===== src/rtl/alu_mul_seq.sv =====
// Shift-add 32x32->64 multiply sequencer that borrows the shared ALU once per iteration.
// Define MUL_SIGNED_EN to add signed_i and the FIXA/FIXB two's-complement correction steps.
module alu_mul_seq #(
  parameter int XLEN = 32
) (
  input  logic            clk,
  input  logic            reset,
  input  logic            start,
  input  logic            abort,
`ifdef MUL_SIGNED_EN
  input  logic            signed_i,
`endif
  input  logic [XLEN-1:0] mcand,
  input  logic [XLEN-1:0] mplier,
  output logic            busy,
  output logic            done,
  output logic [XLEN-1:0] prod_hi,
  output logic [XLEN-1:0] prod_lo,
  output logic            zero,
  output logic [5:0]      alu_op,
  output logic [XLEN-1:0] alu_a,
  output logic [XLEN-1:0] alu_b,
  output logic            alu_ci,
  input  logic [XLEN-1:0] alu_y,
  input  logic            alu_c
);

  localparam int CNT_W = $clog2(XLEN);
  localparam logic [5:0] OP_PASS_A = 6'b100000;
  localparam logic [5:0] OP_ADDCC  = 6'b010000;
  localparam logic [5:0] OP_SUBCC  = 6'b010100;

`ifdef MUL_SIGNED_EN
  typedef enum logic [1:0] {IDLE, RUN, FIXA, FIXB} state_t;
`else
  typedef enum logic [1:0] {IDLE, RUN} state_t;
`endif

  state_t             state_q, state_d;
  logic [XLEN-1:0]    m_q, m_d;
  logic [XLEN-1:0]    phi_q, phi_d;
  logic [XLEN-1:0]    plo_q, plo_d;
  logic [CNT_W-1:0]   cnt_q, cnt_d;
  logic               busy_q, busy_d;
  logic               done_q, done_d;
  logic               zero_q, zero_d;
  logic [XLEN-1:0]    prod_hi_q, prod_hi_d;
  logic [XLEN-1:0]    prod_lo_q, prod_lo_d;
  logic [2*XLEN-1:0]  shifted;
  logic               carry;
`ifdef MUL_SIGNED_EN
  logic [XLEN-1:0]    mplr_q, mplr_d;
  logic               signed_q, signed_d;
  logic [XLEN-1:0]    fix_hi;
`endif

  assign alu_ci = 1'b0;

  always_comb begin
    // NOTE: every combinational output gets a default first so no path leaves it unassigned (no latches).
    state_d   = state_q;
    m_d       = m_q;
    phi_d     = phi_q;
    plo_d     = plo_q;
    cnt_d     = cnt_q;
    busy_d    = busy_q;
    done_d    = 1'b0;
    zero_d    = zero_q;
    prod_hi_d = prod_hi_q;
    prod_lo_d = prod_lo_q;
    alu_op    = OP_PASS_A;
    alu_a     = '0;
    alu_b     = '0;
    carry     = 1'b0;
    shifted   = '0;
`ifdef MUL_SIGNED_EN
    mplr_d    = mplr_q;
    signed_d  = signed_q;
    fix_hi    = phi_q;
`endif

    unique case (state_q)
      IDLE: begin
        if (start) begin
          m_d     = mcand;
          plo_d   = mplier;
          phi_d   = '0;
          cnt_d   = '0;
          busy_d  = 1'b1;
          state_d = RUN;
`ifdef MUL_SIGNED_EN
          mplr_d   = mplier;
          signed_d = signed_i;
`endif
        end
      end

      RUN: begin
        alu_a = phi_q;
        if (plo_q[0]) begin
          alu_op = OP_ADDCC;
          alu_b  = m_q;
          carry  = alu_c;
        end
        // Partial-product bit 0 falls off the bottom; the add carry enters at the top.
        shifted = {carry, alu_y, plo_q[XLEN-1:1]};
        if (abort) begin
          state_d = IDLE;
          busy_d  = 1'b0;
        end else begin
          {phi_d, plo_d} = shifted;
          cnt_d          = cnt_q + 1'b1;
          if (cnt_q == CNT_W'(XLEN-1)) begin
`ifdef MUL_SIGNED_EN
            if (signed_q) begin
              state_d = FIXA;
            end else begin
              {prod_hi_d, prod_lo_d} = shifted;
              zero_d  = (shifted == '0);
              done_d  = 1'b1;
              busy_d  = 1'b0;
              state_d = IDLE;
            end
`else
            {prod_hi_d, prod_lo_d} = shifted;
            zero_d  = (shifted == '0);
            done_d  = 1'b1;
            busy_d  = 1'b0;
            state_d = IDLE;
`endif
          end
        end
      end

`ifdef MUL_SIGNED_EN
      FIXA: begin
        alu_a = phi_q;
        if (m_q[XLEN-1]) begin
          alu_op = OP_SUBCC;
          alu_b  = mplr_q;
          phi_d  = alu_y;
        end
        if (abort) begin
          state_d = IDLE;
          busy_d  = 1'b0;
        end else begin
          state_d = FIXB;
        end
      end

      FIXB: begin
        alu_a = phi_q;
        if (mplr_q[XLEN-1]) begin
          alu_op = OP_SUBCC;
          alu_b  = m_q;
          fix_hi = alu_y;
        end
        state_d = IDLE;
        busy_d  = 1'b0;
        if (!abort) begin
          phi_d     = fix_hi;
          prod_hi_d = fix_hi;
          prod_lo_d = plo_q;
          zero_d    = ({fix_hi, plo_q} == '0);
          done_d    = 1'b1;
        end
      end
`endif

      default: state_d = IDLE;
    endcase
  end

  // NOTE: sequential state uses non-blocking assignments so all registers update from pre-edge values.
  always_ff @(posedge clk or posedge reset) begin
    if (reset) begin
      state_q   <= IDLE;
      m_q       <= '0;
      phi_q     <= '0;
      plo_q     <= '0;
      cnt_q     <= '0;
      busy_q    <= 1'b0;
      done_q    <= 1'b0;
      zero_q    <= 1'b0;
      prod_hi_q <= '0;
      prod_lo_q <= '0;
`ifdef MUL_SIGNED_EN
      mplr_q    <= '0;
      signed_q  <= 1'b0;
`endif
    end else begin
      state_q   <= state_d;
      m_q       <= m_d;
      phi_q     <= phi_d;
      plo_q     <= plo_d;
      cnt_q     <= cnt_d;
      busy_q    <= busy_d;
      done_q    <= done_d;
      zero_q    <= zero_d;
      prod_hi_q <= prod_hi_d;
      prod_lo_q <= prod_lo_d;
`ifdef MUL_SIGNED_EN
      mplr_q    <= mplr_d;
      signed_q  <= signed_d;
`endif
    end
  end

  assign busy    = busy_q;
  assign done    = done_q;
  assign zero    = zero_q;
  assign prod_hi = prod_hi_q;
  assign prod_lo = prod_lo_q;

endmodule


===== config.mk =====
export PLATFORM = sky130hd
export DESIGN_NAME = alu_mul_seq
export DESIGN_NICKNAME = d
export VERILOG_FILES = /design/src/rtl/alu_mul_seq.sv
export SDC_FILE = /design/constraint.sdc
export NUM_CORES = 1
export LEC_CHECK = 0
export ABC_AREA = 1
export BUFFER_PORTS_ARGS = -buffer_cell sky130_fd_sc_hd__buf_2
export CAP_MARGIN = 20
export CORE_MARGIN = 5
export CORE_UTILIZATION = 42
export CTS_CLUSTER_SIZE = 8
export DETAILED_ROUTE_END_ITERATION = 10
export PLACE_DENSITY_LB_ADDON = 0.15
export SYNTH_ARGS = -nofsm -noshare
export SYNTH_HDL_FRONTEND = slang
export SYNTH_SLANG_ARGS = --single-unit

===== constraint.sdc =====
create_clock -name clk -period 16.76 [get_ports clk]
set_clock_uncertainty 0.1 [all_clocks]
set_input_delay 3.352 -clock clk [delete_from_list [all_inputs] [get_ports clk]]
set_output_delay 3.352 -clock clk [all_outputs]
set_load 0.02 [all_outputs]

==> run_results.csv <==
group,metric,value,unit
min_path,hold_class,"reg2reg",
clock_network,cts_setup_buffers,0,
synth,synth_area,7376,um2
drt,wl_per_cell,13.70,um
floorplan,dieHeight,142.5,um
timing,fin_hold_ws,0.3805,ns
setup_path,critPathKind,"reg2out",
timing,rsz0062_at_grt,"no",
setup_path,r2r_end,"prod_lo[22]$_DFFE_PP0P_",
synth,synth_compound_area_frac,0.1472,
floorplan,initial_core_util,0.4279,
timing,timing.fmax,165.4,MHz
cells_and_area,area_growth,24.41,%
drt,drt-initial-drc-count,317,
timing,setup_tns,0,ns
timing,slew_headroom,0.2847,
power_and_ir_drop,p_total,1074,uW
timing,post-route-period-util,0.3608,
min_path,min-delay-start,"prod_lo[21]$_DFFE_PP0P_",
setup_path,end_kind,"output pin",
setup_path,worstPathMaxFanout,100,
global_route,grt_max_degree,128,
floorplan,core-area,17240,um2
setup_path,worstReg2RegStart,"busy$_DFFE_PP0P_",
cells_and_area,layout_commonest_cell,"buf_2",
clock_network,clk-insertion-delay-late,0.41,ns
job,cap_violations,0,
synth,syn_area_per_cell,8.537,um2
drt,vias,6070,
synth,synth_top_family_by_area,"simple AND/OR/NAND/NOR gates",
power_and_ir_drop,p_per_area,117.0,nW/um2
cells_and_area,nNetsFinal,1171,
setup_path,cp_data_arrival_time,2.59,ns
synth,synth-seq-cells,168,
clock_network,cts_max_path_buffers,2,
synth,synth_xor_area_frac,0,
drt,vias_per_cell,4.644,
synth,ys_seq_area_frac,0.5700,
setup_path,reg2reg_depth,6,
synth,synthTopCellsByArea,"dfrtp_1, nand2_1, o21ai_0, inv_1, nor2_1",
synth,synthMuxAreaShare,0,
drt,firstDrtPassIters,4,
clock_network,cts_resized,0,
drt,wl,17900,um
setup_path,rrSetupSlack,13.74,ns
timing,worst_slew_pin_slew,1.073,ns
global_route,grt_pass1_wl,29260,um
drt,ant_nets,0,
global_route,grt_pass1_vias,5792,
min_path,worstHoldEndpoint,"prod_lo[21]$_DFFE_PP0P_",
clock_network,htreeDepth,4,
floorplan,io_pins,239,
clock_network,cts.clk_slew.worst_paths,0.06,ns
global_route,grt_usage,0.1782,
synth,yosys.area.top_type_share,0.5700,
power_and_ir_drop,peakVddDrop,66.37,uV
cells_and_area,fillers,1681,
floorplan,die_area,20310,um2
setup_path,required,13.31,ns
global_route,grt-ovfl-total,0,
clock_network,numCtsBuffers,17,
placement,place_congestion,0.7923,
clock_network,ctsHoldBuffers,0,
clock_network,cts.sinks,168,
synth,syn_inst,864,
placement,portBuffers,233,
synth,synth_fa_ha_area_frac,0.003393,
synth,synth-warning-count,0,
floorplan,fp-row-count,48,
min_path,holdPathStages,2,
synth,synth_area_leader_cell,"dfrtp_1",
timing,min_period,6.046,ns
cells_and_area,final_cell_mix,"buf_2, nand2_1, dfrtp_1",
clock_network,cts_tree,"done",
cells_and_area,finalNonFillerCells,1307,
floorplan,die_w,142.5,um
cells_and_area,drive_gt1_frac,0.2590,
timing,setup-violations-final,0,
synth,synth-simple-area-share,0.1666,
placement,dp.cells,1271,
timing,maxSlewViolCount,0,
placement,hpwl,12260,um
clock_network,cts_root_buffer,"clkbuf_16",
global_route,grt_antenna_before_repair,4,
run_status,status,"completed",
setup_path,critPathLaunchType,"flop",
power_and_ir_drop,leakage,0.005171,uW
drt,drcViolationCount,0,
synth,synth_cell_type_count,24,
timing,report.final.hold_viol_count,0,
==> cell families after synthesis <==
group,Yosys count
AND/OR/NAND/NOR,303
AO/OA/AOI/OAI,197
buffers and inverters,193
flip-flops,168
adder cells (fa/ha/maj),2
other,1
==> report_power, final <==
group	total [uW]	leakage (uW)	internal (uW)	switching, uW
logic	211	0.00270	71.9	139
registers	499	0.00220	462	37.3
clock network	363	0.000269	200	164
total	1070	0.00517	734	340
==> cells in the mapped netlist (all sizes together) <==
cell type,n
o21a,1
nor2,79
o21ai,162
nand3,35
conb,1
dfrtp,168
a32o,1
o211ai,31
clkbuf,20
ha,2
nand4,3
inv,137
nand2,186
buf,36
a21oi,2
==> worst max path at each step <==
stage	start	end	slack, ns
final	busy$_DFFE_PP0P_	alu_b[21]	10.71
after global routing	busy$_DFFE_PP0P_	alu_b[27]	10.49
after CTS	busy$_DFFE_PP0P_	alu_b[18]	10.24
after detailed placement	busy$_DFFE_PP0P_	alu_b[18]	10.71
after global placement	busy$_DFFE_PP0P_	alu_b[0]	10.85
after floorplan	reset	busy$_DFFE_PP0P_	8.76
==> state kept, by name, indices dropped and copies added (netlist names) <==
name,cells
prod_hi,32
done,1
plo_q,32
prod_lo,32
zero,1
phi_q,32
busy,1
cnt_q,5
m_q,32
==> worst max-delay path: stages (launching register included) <==
cell and delay (ns):
dfrtp_4 1.13, nand2_1 0.46, buf_16 0.29, nor2_1 0.10
buf_2 0.17
==> layer usage <==
metal	wire length, um	vias up	global-route usage	part of all wire
li1	-	3117	-	-
met1	8160	2751	0.2507	0.46
met2	8070	169	0.2683	0.45
met3	1359	27	0.04839	0.076
met4	273	6	0.06003	0.015
met5	39	-	0	0.0022
==> layout make-up <==
cell class | instances | area, um2 | area share
sequential | 168 | 4208 | 0.4585
clock inverter | 12 | 93.84 | 0.01023
clock buffer | 20 | 456.7 | 0.04977
inverter | 137 | 524.3 | 0.05713
timing repair buffer | 237 | 1249 | 0.1361
antenna | 1 | 2.502 | 0.0002727
tap | 225 | 281.5 | 0.03068
multi-input combinational | 507 | 2361 | 0.2573
==> per-stage QoR <==
step | cell area (um2) | utilization | worst slack (ns)
floorplan | 7391 | - | 8.761
global placement | 8548 | 0.4959 | 10.85
detailed placement | 8548 | 0.4959 | 10.71
CTS | 9099 | 0.5279 | 10.24
global route | 9176 | 0.5324 | 10.49
finish | 9176 | 0.5324 | 10.71
(Power assumes the default switching activity.)
